--- config.mk ---
export PLATFORM = sky130hd
export DESIGN_NAME = saph_fpu_arbiter
export DESIGN_NICKNAME = d
export VERILOG_FILES = /design/src/rtl/saph_fpu_arbiter.sv
export SDC_FILE = /design/constraint.sdc
export NUM_CORES = 1
export LEC_CHECK = 0
export BUFFER_PORTS_ARGS = -buffer_cell sky130_fd_sc_hd__buf_2
export CAP_MARGIN = 20
export CORE_AREA = 2 2 162 164
export CTS_BUF_LIST = sky130_fd_sc_hd__clkbuf_8
export DETAILED_ROUTE_END_ITERATION = 8
export DIE_AREA = 0 0 164 166
export GPL_TIMING_DRIVEN = 0
export PLACE_DENSITY = 0.42
export SYNTH_ARGS = -nofsm -noshare
export SYNTH_HDL_FRONTEND = slang
export SYNTH_SLANG_ARGS = --single-unit
--- constraint.sdc ---
create_clock -name clk -period 2.63 [get_ports clk]
set_input_delay 0.263 -clock clk [delete_from_list [all_inputs] [get_ports clk]]
set_output_delay 0.263 -clock clk [all_outputs]
set_load 0.01 [all_outputs]
--- src/rtl/saph_fpu_arbiter.sv ---
// -----------------------------------------------------------------------------
// saph_fpu_arbiter
// Shares one FPU between N_REQ requesters. A round-robin grant is made every
// cycle the FPU is ready and the tag FIFO has room. The granted requester ID is
// pushed into an in-order tag FIFO. Each returning FPU result is steered back
// to the requester whose tag sits at the FIFO head. The arbiter adds no latency
// in either direction.
//
// Ports
//   clk, rst          clock, asynchronous active-high reset
//   i_req_trig        per-requester request valid
//   i_req_lhs/rhs     per-requester operands, packed 32 bits per requester
//   i_req_mode        per-requester FPU mode, packed 2 bits per requester
//   o_req_ready       one-hot grant (request accepted this cycle)
//   o_res_trig        one-hot result-valid pulse
//   o_res_val         shared result bus, zero when no result returns
//   o_has_modes       passthrough of the FPU's supported-mode mask
//   o_err_orphan      sticky: FPU returned a result with no tag outstanding
//   o_fpu_d_*         request side toward the FPU
//   i_fpu_d_ready     FPU can accept a request
//   i_fpu_q_trig/res  FPU result return
//   i_fpu_has_modes   FPU supported-mode mask
// -----------------------------------------------------------------------------
module saph_fpu_arbiter #(
  parameter int N_REQ     = 4,
  parameter int TAG_DEPTH = 8
) (
  input  logic                 clk,
  input  logic                 rst,
  input  logic [N_REQ-1:0]     i_req_trig,
  input  logic [N_REQ*32-1:0]  i_req_lhs,
  input  logic [N_REQ*32-1:0]  i_req_rhs,
  input  logic [N_REQ*2-1:0]   i_req_mode,
  output logic [N_REQ-1:0]     o_req_ready,
  output logic [N_REQ-1:0]     o_res_trig,
  output logic [31:0]          o_res_val,
  output logic [3:0]           o_has_modes,
  output logic                 o_err_orphan,
  output logic                 o_fpu_d_trig,
  output logic [31:0]          o_fpu_d_lhs,
  output logic [31:0]          o_fpu_d_rhs,
  output logic [1:0]           o_fpu_d_mode,
  input  logic                 i_fpu_d_ready,
  input  logic                 i_fpu_q_trig,
  input  logic [31:0]          i_fpu_q_res,
  input  logic [3:0]           i_fpu_has_modes
);

  localparam int IW = $clog2(N_REQ);
  localparam int PW = $clog2(TAG_DEPTH);
  localparam int CW = PW + 1;

  logic [IW-1:0] r_rr_ptr;
  logic [PW-1:0] r_wr_ptr;
  logic [PW-1:0] r_rd_ptr;
  logic [CW-1:0] r_count;
  logic [IW-1:0] r_tag_mem [TAG_DEPTH];
  logic          r_err_orphan;

  logic          w_can_issue;
  logic          w_grant_vld;
  logic [IW-1:0] w_grant_id;
  logic [IW:0]   w_sum;
  logic [IW-1:0] w_idx;
  logic          w_pop;
  logic [IW-1:0] w_head;

  // Round-robin search starting at r_rr_ptr. Held off during reset so no
  // grant leaks out combinationally while state is being cleared. A full FIFO
  // blocks issue even if a result pops this cycle.
  always_comb begin
    // NOTE: every comb output gets a default first so no path leaves it
    // unassigned; that is what keeps this block from inferring latches.
    w_can_issue = !rst && i_fpu_d_ready && (r_count < CW'(TAG_DEPTH));
    w_grant_vld = 1'b0;
    w_grant_id  = '0;
    w_sum       = '0;
    w_idx       = '0;
    for (int k = 0; k < N_REQ; k++) begin
      w_sum = {1'b0, r_rr_ptr} + (IW+1)'(k);
      if (w_sum >= (IW+1)'(N_REQ)) w_sum = w_sum - (IW+1)'(N_REQ);
      w_idx = w_sum[IW-1:0];
      if (w_can_issue && !w_grant_vld && i_req_trig[w_idx]) begin
        w_grant_vld = 1'b1;
        w_grant_id  = w_idx;
      end
    end
  end

  // Grant fan-out and operand mux; the FPU sees zeros when nothing issues.
  always_comb begin
    o_req_ready  = '0;
    o_fpu_d_trig = w_grant_vld;
    o_fpu_d_lhs  = '0;
    o_fpu_d_rhs  = '0;
    o_fpu_d_mode = '0;
    for (int i = 0; i < N_REQ; i++) begin
      if (w_grant_vld && (w_grant_id == IW'(i))) begin
        o_req_ready[i] = 1'b1;
        o_fpu_d_lhs    = i_req_lhs[i*32 +: 32];
        o_fpu_d_rhs    = i_req_rhs[i*32 +: 32];
        o_fpu_d_mode   = i_req_mode[i*2 +: 2];
      end
    end
  end

  // Result steering: the head tag names the requester that owns this result.
  assign w_pop  = !rst && i_fpu_q_trig && (r_count != '0);
  assign w_head = r_tag_mem[r_rd_ptr];

  always_comb begin
    o_res_trig = '0;
    for (int i = 0; i < N_REQ; i++) begin
      if (w_pop && (w_head == IW'(i))) o_res_trig[i] = 1'b1;
    end
  end

  assign o_res_val    = (!rst && i_fpu_q_trig) ? i_fpu_q_res : 32'd0;
  assign o_has_modes  = i_fpu_has_modes;
  assign o_err_orphan = r_err_orphan;

  always_ff @(posedge clk or posedge rst) begin
    if (rst) begin
      r_rr_ptr     <= '0;
      r_wr_ptr     <= '0;
      r_rd_ptr     <= '0;
      r_count      <= '0;
      r_err_orphan <= 1'b0;
    end else begin
      if (w_grant_vld) begin
        r_wr_ptr <= r_wr_ptr + 1'b1;
        r_rr_ptr <= (w_grant_id == IW'(N_REQ-1)) ? '0 : w_grant_id + 1'b1;
      end
      if (w_pop) r_rd_ptr <= r_rd_ptr + 1'b1;
      case ({w_grant_vld, w_pop})
        2'b10:   r_count <= r_count + 1'b1;
        2'b01:   r_count <= r_count - 1'b1;
        default: r_count <= r_count;
      endcase
      if (i_fpu_q_trig && (r_count == '0)) r_err_orphan <= 1'b1;
    end
  end

  // NOTE: the tag storage has no reset; entries are only read behind the
  // count, which is reset, so clearing them would add reset fan-out for nothing.
  always_ff @(posedge clk) begin
    if (w_grant_vld) r_tag_mem[r_wr_ptr] <= w_grant_id;
  end

endmodule

==> flow_summary_export.csv <==
group,metric,value,unit
status,status,"finished, violations left",
status,violations,"negative setup slack",
floorplan,dieArea,0.0272,mm^2
worst_setup_path,critical_path.most_common_cell,"sky130_fd_sc_hd__buf_12",
clock_network,clock_sink_count,29,
timing,fin_ws,-0.264,ns
timing,hold_violations,0,
floorplan,chipHeight,166,um
power,fin_total_pwr,3680,uW
drt,vias,6363,
timing,fin_crit_sh,1.10,
timing,max_freq,0.346,GHz
worst_setup_path,critical-path-slowest-cell,"sky130_fd_sc_hd__dfrtp_2",
final_layout,final_layout_size_suffix_gt1_frac,0.550,
worst_setup_path,cp_cell_sequence,"buf_4 -> nor2_1 -> a211o_1 -> and3_4 -> ha_4 -> buf_12 -> buf_12 -> buf_12 -> a21oi_2 -> o21ai_2 -> a22oi_1 -> nor2_1 -> buf_2",
worst_setup_path,required,2.37,ns
synthesis,yosys_most_used_dff,"sky130_fd_sc_hd__edfxtp_1",
grt,maximum_number_of_pins_on_one_net_before_global_route_repair,14,
floorplan,die_x,164,um
clock_network,numCtsBuffers,5,
grt,grt_pass1_wl,36500,um
power,powerDensity,481,mW/mm^2
clock_network,clk_pin_slew,0.07,ns
synthesis,synth_cell_types,48,
worst_setup_path,worstSetupStartpointType,"flop",
grt,antenna_found_initial,2,
synthesis,asyncSetResetFlopFracSynth,0.448,
worst_setup_path,maximum_cell_stage_delay_along_the_critical_path,0.41,ns
drt,initialDrtViolationCount,170,
synthesis,total_nets_after_synthesis,948,
clock_network,ctsHoldBuffers,0,
timing,period_minus_slack,2.89,ns
synthesis,synth_area,0.00429,mm^2
drt,detail_route.vias_per_cell,4.53,
placed_design,dp_hpwl,20400,um
clock_network,tritoncts_clock_tree,"done",
drt,avgRoutedWirePerCell,18.3,um
worst_setup_path,timing.critical_path.fanout_max,10,
timing,timing_worst_slew_pin_value,0.599,ns
synthesis,synth.ff_latch_count,29,
timing,fin_skew,0.00510,ns
worst_hold_path,worstHoldPathType,"in -> async",
floorplan,design.core.area,0.0256,mm^2
worst_setup_path,critPathArrivalTime,2.63,ns
timing,relSlewSlack,0.600,
final_layout,fin_cells,1404,
placed_design,place.detailed.instances,1381,
drt,wirelength,25700,um
clock_network,cts_buffer_depth,2,
synthesis,synth_edf_count,16,
run,max-cap-violations,0,
grt,grtUsageTotal,0.174,
final_layout,fillCellCount,2930,
placed_design,finalWeightedCongestion,0.866,
drt,detail_route.first_pass.iterations,4,
clock_network,clock_latency_of_the_later_clocked_register_in_the_worst_skew_pair,0.28,ns
final_layout,area_growth_from_synthesis_to_layout,78.2,%
timing,fin_setup_tns,-13.63,ns
synthesis,netlist_instances,631,
floorplan,initial_core_util,0.167,
drt,remaining_drc_errors,0,
worst_setup_path,setup.worst_path.end_class,"output port",
timing,finalSetupViolations,66,
clock_network,htree_num_levels,2,
synthesis,syn-mean-instance-area,6.80,um^2
grt,aggregate_global_routing_overflow,0,
floorplan,io_pins,420,
timing,grt_setup_unrepaired,"yes",
final_layout,nNetsFinal,1383,
power,leakagePower,0.00385,uW
grt,via_count_of_the_first_global_routing_pass,6200,
placed_design,port_buffers,415,
worst_setup_path,reg2reg_depth,12,
final_layout,final_util,0.298,
floorplan,number_of_placement_rows,59,
power,vdd.ir_drop.worst,0.000191,V
synthesis,synth.yosys.warnings,0,
timing,timing_max_transition_violations_final,0,
synthesis,synth-seq-area-share,0.188,
worst_setup_path,worst-setup-path-type,"reg -> out",
clock_network,root_buffer,"sky130_fd_sc_hd__clkbuf_8",
drt,drt.antenna.violating_nets,0,
## cell type report
cell class	instances	area, um^2	area share
Multi-Input combinational cell	529	3480	0.455
Timing Repair Buffer	429	2240	0.294
Sequential cell	29	808	0.106
Buffer	67	579	0.0758
Tap cell	335	419	0.0548
Clock buffer	5	68.8	0.00900
Inverter	5	18.8	0.00246
Clock inverter	3	17.5	0.00229
Antenna cell	2	5.00	0.000655
## synth_stat cells, drive strengths merged (9+ instances only)
master,number,area share
a22oi,66,0.12
dfrtp,13,0.076
nand2,82,0.072
ha,9,0.026
nor2,74,0.065
o21a,67,0.12
o21ai,70,0.082
a21oi,71,0.083
buf,40,0.048
and2,34,0.050
edfxtp,16,0.11
clkbuf,28,0.025
## cell families after synthesis
| group | synth area share |
|---|---|
| muxes | 0.0280 |
| xor gates and xnor gates | 0.0184 |
| AOI/OAI and AO/OA | 0.425 |
| adders and majority gates | 0.0263 |
| and+or+nand+nor | 0.237 |
| buffers and inverters | 0.0773 |
| DFF | 0.188 |
## stage by stage
stage                     instance area [um^2]  hold slack, ns  worst slack (ns)
after detailed placement                  6780           0.411             -1.44
final                                     7640          0.0829            -0.264
after floorplan                           4290           0.140           0.00955
after global placement                    6780           0.408             -1.43
after global routing                      7640           0.122            -0.387
after CTS                                 7280           0.107            -0.308
## path summary, 6_finish.rpt
check | to | from | slack (ns)
setup / recovery | o_fpu_d_rhs[15] | r_rr_ptr[1] | -0.26
hold / removal | r_count[0] | rst | 0.08
setup reg to reg | r_count[2] | r_count[3] | 0.19
hold reg to reg | o_err_orphan | o_err_orphan | 0.45
max in group asynchronous | r_rr_ptr[0] | rst | 2.12
min in group clk | o_err_orphan | i_fpu_q_trig | 0.20
## cell usage in the layout, fill, tap and decap left out, drive strengths merged, types with 2 or more instances in the layout
| cell | instances |
|---|---|
| a21oi | 71 |
| a22oi | 66 |
| and2 | 34 |
| buf | 467 |
| clkbuf | 33 |
| clkinv | 2 |
| dfrtp | 13 |
| diode | 2 |
| edfxtp | 16 |
| ha | 9 |
| inv | 5 |
| mux2 | 2 |
| mux4 | 4 |
| nand2 | 82 |
| nand2b | 7 |
| nor2 | 74 |
| nor2b | 2 |
| nor3 | 4 |
| nor3b | 4 |
| nor4 | 2 |
| nor4b | 2 |
| o21a | 67 |
| o21ai | 70 |
| o22ai | 4 |
| xnor2 | 4 |
| xor2 | 5 |
## metal layers
metal | share of wire | GRT usage | vias to the layer above
li1 | - | - | 3138
met3 | 0.059 | 0.0285 | 20
met1 | 0.41 | 0.212 | 2956
met4 | 0.012 | 0.0252 | 0
met5 | 0 | 0 | -
met2 | 0.52 | 0.323 | 249
## where the power goes
group          leakage (uW)  internal [uW]  switching [uW]
clock             0.0000439            182             173
combinational       0.00351           1230            1340
sequential         0.000298            605             153
total               0.00385           2020            1660
## critical path, delay by kind of cell (launching register included)
kind / cells / cell delay, ns
adder cells (fa/ha/maj): 1 / 0.20
buffers and inverters: 5 / 0.72
flip-flops: 1 / 0.41
AND/OR/NAND/NOR: 3 / 0.34
AO/OA/AOI/OAI: 4 / 0.68
## flip-flops by register name, indices dropped and copies added (netlist names)
| signal | cells |
|---|---|
| r_rd_ptr | 3 |
| r_count | 4 |
| r_tag_mem | 16 |
| o_err_orphan | 1 |
| r_rr_ptr | 2 |
| r_wr_ptr | 3 |
## what timing repair did
item,4_1_cts,5_1_grt
resized for setup,119,142
setup endpoints to repair,71,71
cloned,1,1
setup buffers,10,2
pin swaps,15,40
Note: power is estimated with default switching activity, not from simulation.
